**src/rtl/seg_scan_pkg.sv**
```systemverilog
`default_nettype none
// +--------------------------------------------------------------------+
// | seg_scan_pkg : shared constants and types for the segment scanner  |
// | Revision     : 1.0                                                 |
// +--------------------------------------------------------------------+
package seg_scan_pkg;

  localparam int         NUM_DIGITS = 6;
  localparam logic [6:0] SEG_OFF    = 7'h7F;
  localparam logic [5:0] AN_OFF     = 6'h3F;

  typedef enum logic {
    BLANK = 1'b0,
    DRIVE = 1'b1
  } scan_state_e;

  typedef logic [2:0] digit_t;

  // Active-low one-cold enable; indices 6/7 shift out and stay dark.
  function automatic logic [5:0] an_select(input digit_t d);
    an_select = AN_OFF & ~(6'b00_0001 << d);
  endfunction

endpackage
`default_nettype wire

```
**src/rtl/seg_scan_timer.sv**
```systemverilog
`default_nettype none
// +--------------------------------------------------------------------+
// | seg_scan_timer : digit slot counter, digit index and BLANK/DRIVE   |
// | Revision       : 1.0                                               |
// +--------------------------------------------------------------------+
module seg_scan_timer
  import seg_scan_pkg::*;
#(
  parameter int DIGIT_CYCLES = 10,
  parameter int BLANK_CYCLES = 2
) (
  input  logic   clk,
  input  logic   reset,
  output digit_t digit,
  output logic   slot_start,
  output logic   frame_start,
  output logic   in_drive
);

  localparam int SLOT_W = (DIGIT_CYCLES > 2) ? $clog2(DIGIT_CYCLES) : 1;
  localparam logic [SLOT_W-1:0] SLOT_LAST = SLOT_W'(DIGIT_CYCLES - 1);
  localparam logic [SLOT_W-1:0] BLANK_END = SLOT_W'(BLANK_CYCLES);

  generate
    if (DIGIT_CYCLES < 2 || BLANK_CYCLES >= DIGIT_CYCLES) begin : g_bad_params
      $error("seg_scan_timer: need DIGIT_CYCLES >= 2 and BLANK_CYCLES < DIGIT_CYCLES");
    end
  endgenerate

  logic [SLOT_W-1:0] slot_cnt_q, slot_cnt_d;
  digit_t            digit_q, digit_d;
  scan_state_e       state_q, state_d;

  always_comb begin
    slot_cnt_d = slot_cnt_q + 1'b1;
    digit_d    = digit_q;
    if (slot_cnt_q == SLOT_LAST) begin
      slot_cnt_d = '0;
      digit_d    = (digit_q >= digit_t'(NUM_DIGITS - 1)) ? digit_t'(0) : digit_q + 3'd1;
    end
    // State tracks the count being loaded, so state_q always matches slot_cnt_q.
    state_d = (slot_cnt_d < BLANK_END) ? BLANK : DRIVE;
  end

  always_ff @(posedge clk or negedge reset) begin
    if (!reset) begin
      slot_cnt_q <= '0;
      digit_q    <= '0;
      state_q    <= BLANK;
    end else begin
      slot_cnt_q <= slot_cnt_d;
      digit_q    <= digit_d;
      state_q    <= state_d;
    end
  end

  assign digit       = digit_q;
  assign slot_start  = (slot_cnt_q == '0);
  assign frame_start = slot_start && (digit_q == '0);
  assign in_drive    = (state_q == DRIVE);

endmodule
`default_nettype wire

```
**src/rtl/seg_scan_mux.sv**
```systemverilog
`default_nettype none
// +--------------------------------------------------------------------+
// | seg_scan_mux : 6-digit multiplexed 7-segment driver with frame     |
// |                snapshot and anti-ghost blanking.                   |
// |                Optional blink feature: SEG_SCAN_BLINK_EN           |
// | Revision     : 1.0                                                 |
// +--------------------------------------------------------------------+
module seg_scan_mux
  import seg_scan_pkg::*;
#(
  parameter int CLK_HZ       = 50_000_000,
  parameter int REFRESH_HZ   = 200,
  parameter int BLANK_CYCLES = 500
`ifdef SEG_SCAN_BLINK_EN
  ,
  parameter int BLINK_HZ     = 2
`endif
) (
  input  logic       clk,
  input  logic       reset,
  input  logic [6:0] led_a,
  input  logic [6:0] led_b,
  input  logic [6:0] led_c,
  input  logic [6:0] led_d,
  input  logic [6:0] led_e,
  input  logic [6:0] led_f,
  input  logic       disp_en,
`ifdef SEG_SCAN_BLINK_EN
  input  logic [5:0] blink_mask,
`endif
  output logic [6:0] seg,
  output logic [5:0] an,
  output logic       frame_done
);

  localparam int DIGIT_CYCLES = CLK_HZ / (REFRESH_HZ * NUM_DIGITS);

  digit_t digit;
  logic   slot_start, frame_start, in_drive, blink_hide;

  seg_scan_timer #(
    .DIGIT_CYCLES (DIGIT_CYCLES),
    .BLANK_CYCLES (BLANK_CYCLES)
  ) u_timer (
    .clk         (clk),
    .reset       (reset),
    .digit       (digit),
    .slot_start  (slot_start),
    .frame_start (frame_start),
    .in_drive    (in_drive)
  );

`ifdef SEG_SCAN_BLINK_EN
  localparam int HALF_PERIOD = CLK_HZ / (2 * BLINK_HZ);
  localparam int PH_W        = (HALF_PERIOD > 2) ? $clog2(HALF_PERIOD) : 1;

  generate
    if (HALF_PERIOD < 1) begin : g_bad_blink
      $error("seg_scan_mux: BLINK_HZ too high for CLK_HZ");
    end
  endgenerate

  logic [PH_W-1:0] phase_cnt_q, phase_cnt_d;
  logic            phase_q, phase_d;

  always_comb begin
    phase_cnt_d = phase_cnt_q + 1'b1;
    phase_d     = phase_q;
    if (phase_cnt_q == PH_W'(HALF_PERIOD - 1)) begin
      phase_cnt_d = '0;
      phase_d     = ~phase_q;
    end
  end

  always_ff @(posedge clk or negedge reset) begin
    if (!reset) begin
      phase_cnt_q <= '0;
      phase_q     <= 1'b0;
    end else begin
      phase_cnt_q <= phase_cnt_d;
      phase_q     <= phase_d;
    end
  end

  assign blink_hide = phase_q && (|(blink_mask & ~an_select(digit)));
`else
  assign blink_hide = 1'b0;
`endif

  logic [6:0] snap_q [NUM_DIGITS];
  logic [6:0] snap_d [NUM_DIGITS];
  logic [6:0] seg_q, seg_d, seg_pick;
  logic [5:0] an_q, an_d;
  logic       frame_done_q, frame_done_d;
  logic       seen_q, seen_d;
  logic       show;

  always_comb begin
    snap_d = snap_q;
    if (frame_start) begin
      snap_d[0] = led_a;
      snap_d[1] = led_b;
      snap_d[2] = led_c;
      snap_d[3] = led_d;
      snap_d[4] = led_e;
      snap_d[5] = led_f;
    end

    seg_pick = SEG_OFF;
    for (int i = 0; i < NUM_DIGITS; i++) begin
      if (digit == digit_t'(i)) seg_pick = snap_q[i];
    end

    show = in_drive && disp_en && (digit < digit_t'(NUM_DIGITS)) && !blink_hide;
    an_d  = show ? an_select(digit) : AN_OFF;
    seg_d = show ? seg_pick : SEG_OFF;

    // The frame-start slot right after reset is not the end of a scanned frame.
    seen_d       = seen_q | ~slot_start;
    frame_done_d = frame_start && seen_q;
  end

  always_ff @(posedge clk or negedge reset) begin
    if (!reset) begin
      for (int i = 0; i < NUM_DIGITS; i++) snap_q[i] <= SEG_OFF;
      seg_q        <= SEG_OFF;
      an_q         <= AN_OFF;
      frame_done_q <= 1'b0;
      seen_q       <= 1'b0;
    end else begin
      snap_q       <= snap_d;
      seg_q        <= seg_d;
      an_q         <= an_d;
      frame_done_q <= frame_done_d;
      seen_q       <= seen_d;
    end
  end

  assign seg        = seg_q;
  assign an         = an_q;
  assign frame_done = frame_done_q;

endmodule
`default_nettype wire

```
**config.mk**
```make
export PLATFORM = sky130hd
export DESIGN_NAME = seg_scan_mux
export DESIGN_NICKNAME = d
export VERILOG_FILES = /design/src/rtl/seg_scan_pkg.sv /design/src/rtl/seg_scan_timer.sv /design/src/rtl/seg_scan_mux.sv
export SDC_FILE = /design/constraint.sdc
export NUM_CORES = 1
export LEC_CHECK = 0
export ABC_AREA = 0
export BUFFER_PORTS_ARGS = -buffer_cell sky130_fd_sc_hd__buf_4
export CORE_AREA = 2 2 85 87
export CTS_CLUSTER_DIAMETER = 200
export DETAILED_ROUTE_END_ITERATION = 10
export DIE_AREA = 0 0 87 89
export PLACE_DENSITY = 0.78
export SYNTH_ARGS = -nofsm -noshare
export SYNTH_HDL_FRONTEND = slang
export SYNTH_SLANG_ARGS = --single-unit
export TNS_END_PERCENT = 100
```
**constraint.sdc**
```tcl
create_clock -name clk -period 2.61 [get_ports clk]
set_input_delay 0.3915 -clock clk [delete_from_list [all_inputs] [get_ports clk]]
set_output_delay 0.3915 -clock clk [all_outputs]
set_load 0.005 [all_outputs]
```
After elaboration in Yosys (flattened, before gate mapping)
Index checks and enable logic that the tools add are counted.
{ "classes": {"n_eq_ne": 6, "div": 0, "n_addsub": 2, "magnitude_cmp": 3, "muxes": 11, "n_reduce_logical": 6, "mul": 0, "shift": 1, "bitwise_logic": 3} }
{ "ops": {"columns": ["op", "count"], "rows": [
  ["7-bit two-way mux", 7],
  ["16-bit by 1-bit adder with 16-bit output, second input constant", 1],
  ["16-bit == test, second input constant", 1],
  ["16-bit zero test", 1],
  ["16-bit by 9-bit less-than comparator with 1-bit output, second input constant", 1],
  ["16-bit two-way mux", 1],
  ["3-bit by 2-bit == test with 1-bit output, second input constant", 2],
  ["3-bit == test, second input constant", 2],
  ["6-bit two-way mux", 1],
  ["6-bit inverter", 1],
  ["1-bit by 3-bit << shifter with 6-bit output, first input constant", 1],
  ["1-bit logical AND", 4],
  ["3-bit by 1-bit adder with 3-bit output, second input constant", 1],
  ["3-bit by 1-bit == test with 1-bit output, second input constant", 1],
  ["3-bit >= comparator, second input constant", 1],
  ["3-bit zero test", 1],
  ["3-bit less-than comparator, second input constant", 1],
  ["3-bit two-way mux", 1],
  ["1-bit two-way mux", 1],
  ["1-bit inverter", 1],
  ["1-bit OR", 1]
]} }
{ "word_totals": {"regBits": 77, "mem_bits_ro": 0, "n_memories": 0, "output_inout_bits": 14, "inputBits": 45, "latchBits": 0, "ram_bits": 0} }

Depth between registers and ports, before layout
{ "logic_depth": {"word_depth": 8, "depth_mapped": 9, "ltp_nobuf": 7} }

Modules after synthesis
From an unflattened synthesis, not the netlist that was laid out.
{ "hier_totals": {"hier_cells": 292, "area_unflattened_um2": 3737.3} }
{ "modules_own_cells": {"columns": ["module", "area_each_um2", "cells_per_inst", "instances"], "rows": [
  ["seg_scan_mux", 2489.9, 168, 1],
  ["seg_scan_timer", 1247.4, 124, 1]
]} }

Least setup slack after synthesis
No wires, ideal clock.
{ "synth_path": {"path_type": "register -> register", "from": "register u_timer.slot_cnt_q[0]", "to": "register u_timer.state_q (netlist: u_timer.in_drive)", "t_required_ps": 2473, "path_stages_with_launch": 8, "arrival_ps": 1826, "path_slack_ps": 646, "path_cell_list": "dfrtp_1 > ha_1 > clkbuf_1 > nand2_1 > nor4_1 > mux2_2 > nor4_1 > o211ai_1"} }
{ "synth_between": {"elab_chain_len": 4, "elab_cells_between_ends": 5} }
{ "synth_lines": {"columns": ["element", "line_no", "text"], "rows": [
  ["from (decl)", "seg_scan_timer.sv:30", "logic [SLOT_W-1:0] slot_cnt_q, slot_cnt_d;"],
  ["from (signal assigned)", "seg_scan_timer.sv:51", "slot_cnt_q <= slot_cnt_d;"],
  ["16-bit by 1-bit adder with 16-bit output or 16-bit == test (tied branches)", "seg_scan_timer.sv:35, seg_scan_timer.sv:37", null],
  ["16-bit two-way mux *", "seg_scan_timer.sv:37", "if (slot_cnt_q == SLOT_LAST) begin"],
  ["16-bit by 9-bit less-than comparator with 1-bit output *", "seg_scan_timer.sv:42", "state_d = (slot_cnt_d < BLANK_END) ? BLANK : DRIVE;"],
  ["1-bit two-way mux *", "seg_scan_timer.sv:42", null],
  ["named net u_timer.state_d", "seg_scan_timer.sv:32", "scan_state_e state_q, state_d;"],
  ["to (signal assigned)", "seg_scan_timer.sv:53", "state_q <= state_d;"],
  ["to (decl)", "seg_scan_timer.sv:32", null]
]} }
Mark *: on every way through the listed nets, which the timed path passes. The rest lies on a longest branch.
A chain may end at the register's enable or synchronous reset.

Final worst setup path
Same ends and word-level chain as after synthesis.

==> impl_metrics.tcl <==
set metrics [dict create \
    status "finished, final reports clean" \
    vdd_drop_max_mv 0.278 \
    io_buffers 58 \
    postLayoutCellArea_um2 4400 \
    cts-hold-fix-buffers 0 \
    post-route-drc-count 0 \
    async_flop_share_pct 100 \
    placed_area_um2 4180 \
    tightest_slew_ps 916 \
    use_met1_pct 29.3 \
    fin_ws_ps 497 \
    core-area_um2 6720 \
    area.sequential_um2 2000 \
    synth_area_leaders "dfstp_2 (39%), dfrtp_1 (15%), mux2_2 (12%), o22ai_1 (3.2%), ha_1 (2.7%)" \
    setup_viol 0 \
    antenna_found_initial 0 \
    crit_top_cell "nor4_1" \
    drv_cap 0 \
    drtIter0Drc 142 \
    rsz0062_at_grt "false" \
    antenna_cells 0 \
    critPathMaxStageDelay_ps 450 \
    skew_ps 5.19 \
    avgRoutedWirePerCell_um 16.7 \
    cts.sinks 77 \
    fmax_ghz 0.473 \
    area_growth_pct 17.8 \
    ys.warnings.count 0 \
    finalCriticalPeriod_ps 2110 \
    setup_tns_ps 0 \
    tritoncts "yes" \
    synth_area_per_cell_um2 11.7 \
    die_area_um2 7740 \
    grt_max_degree 78 \
    yosysMostFrequentCell "dfstp_2" \
    slew_viol_final 0 \
    chipHeight_um 89 \
    cts-htree-levels 3 \
    cp.arrival_ps 2330 \
    synth_top_area_share_pct 38.7 \
    via_count 2596 \
    slew-limit-headroom_pct 39.0 \
    dp_slack_ps 524 \
    dpl.hpwl_um 5440 \
    crit_chain "ha_1 > nand2_1 > nor4_1 > mux2_2 > nor4_1 > o211ai_1" \
    synth_ff_type "dfstp_2" \
    cts_buffer_depth 2 \
    grt_busiest_layer "met2" \
    grt_pass1_wl_um 12600 \
    final_layout_size_suffix_gt1_share_pct 47.6 \
    cp_slowest_cell "dfrtp_1" \
    synth_edf_count 0 \
    syn_area_um2 3730 \
    row_count 30 \
    numCtsBuffers 9 \
    io-pin-count 59 \
    gp_congestion 0.930 \
    grt_pass1_vias 2633 \
    postCtsSetupBuffers 0 \
    clkTransAtPathRegs_ps 80 \
    ys_seq_elements 77 \
    hold_ws_ps 172 \
    overflow 0 \
    synth_area_leader_cell "dfstp_2" \
    yosysSeqAreaShare_pct 53.5 \
    path_class "register to register" \
    required_ps 2820 \
    power.density_nw_per_um2 533 \
    crit_buf_inv 0 \
    nFillCells 546 \
    path_max_fanout 9 \
    multi_input_area_um2 1580 \
    synth_common_cells "dfstp_2 (55), mux2_2 (39), nand2_1 (23)" \
    dieWidth_um 87 \
    synth_nets 373 \
    start_util_pct 55.5 \
    timing.final.crit_share_pct 81.0 \
    num-nets-final 424 \
    cp-end-kind "register" \
    track_usage_pct 21.2 \
    utilization_pct 65.4 \
    syn_inst 320 \
    setup.worst_path.start_class "register" \
    total_leakage_power_nw 1.79 \
    firstDrtPassIters 4 \
    ctsResizeCount 0 \
    cts-root-buf "clkbuf_8" \
    hp-class "input port to async pin" \
    critPathTopFamily "simple AND/OR/NAND/NOR gates" \
    routed_wl_um 7590 \
    ys_types 53 \
    grt_util_met3_pct 3.23 \
    antenna_left 0 \
    vias_per_cell 5.69 \
    clk_latency_ps 350 \
    hold_viol 0 \
    gr-usage-met2_pct 33.5 \
]
-- flip-flops by register name (all words and copies together), names as in the netlist --
| register | cells |
|---|---|
| seen_q | 1 |
| u_timer.slot_cnt_q | 16 |
| u_timer.digit | 3 |
| frame_done | 1 |
| snap_q | 42 |
| an | 6 |
| u_timer.in_drive | 1 |
| seg | 7 |
-- per-stage QoR --
stage / total power (W) / std cells
2_1_floorplan: 0.00132 / 320
3_3_place_gp: 0.00140 / 440
3_5_place_dp: 0.00141 / 440
4_1_cts: 0.00237 / 456
5_1_grt: 0.00244 / 456
6_report: 0.00234 / 456
-- worst reg2reg max path: cells and delay by family (launching register included) --
family          cells  cell delay, ps
flops               1             450
compound gates      1             140
simple gates        3             630
fa+ha+maj           1             370
mux                 1             390
-- cell type report --
| cell class | instances | share of cell area, % |
|---|---|---|
| Clock buffer | 11 | 3.70 |
| Clock inverter | 5 | 1.25 |
| Inverter | 10 | 0.854 |
| Multi-Input combinational cell | 212 | 35.8 |
| Sequential cell | 77 | 45.4 |
| Tap cell | 80 | 2.28 |
| Timing Repair Buffer | 61 | 10.7 |
-- worst paths after layout --
check	startpoint	end	slack, ps	depth (start not counted)
worst min register to register	seen_q$_DFF_PN0_	seen_q$_DFF_PN0_	460	1
worst max-delay path	u_timer.slot_cnt_q[0]$_DFF_PN0_	u_timer.in_drive$_DFF_PN0_	500	6
max in group asynchronous	reset	u_timer.slot_cnt_q[1]$_DFF_PN0_	1840	1
min in group clk	led_a[3]	snap_q[38]$_DFFE_PN1P_	260	2
worst max register to register	u_timer.slot_cnt_q[0]$_DFF_PN0_	u_timer.in_drive$_DFF_PN0_	500	6
worst min-delay path	reset	u_timer.digit[1]$_DFFE_PN0N_	170	1
-- logic make-up after synthesis --
group,synth area share (%)
AOI/OAI and AO/OA,10.5
xor gates and xnor gates,3.29
adders and majority gates,2.68
buffers and inverters,4.32
DFF,53.5
muxes,12.7
and+or+nand+nor,13.1
-- where the power goes --
| group | switching [W] | leakage [nW] | internal, W |
|---|---|---|---|
| logic | 0.0000479 | 0.812 | 0.0000696 |
| clock network | 0.000432 | 0.115 | 0.000525 |
| registers | 0.0000173 | 0.866 | 0.00125 |
| total | 0.000497 | 1.79 | 0.00185 |
-- routing by layer --
metal	up-vias	part of all wire, %	routed length [um]
met5	-	0	0
met4	0	1.9	146
met3	13	4.6	353
met2	68	48	3680
met1	1249	45	3410
li1	1266	-	-
-- cells in the final DEF (no fill, tap or decap), drive strengths merged, types with 3 or more instances in the layout --
master / synthesis / routed
nand2: 23 / 23
or2: 3 / 3
clkbuf: 11 / 11
o22ai: 19 / 19
and3: 3 / 3
xor2: 6 / 6
dfstp: 55 / 55
inv: 9 / 10
dfrtp: 22 / 22
nor2: 13 / 13
and4: 3 / 3
nor3: 6 / 6
xnor2: 8 / 8
nand3: 15 / 15
a21oi: 9 / 9
mux2: 42 / 42
clkinv: 1 / 4
nand4: 4 / 4
nor4: 7 / 7
ha: 8 / 8
o21ai: 13 / 13
buf: 10 / 61
Power figures use the tool's default switching activity.
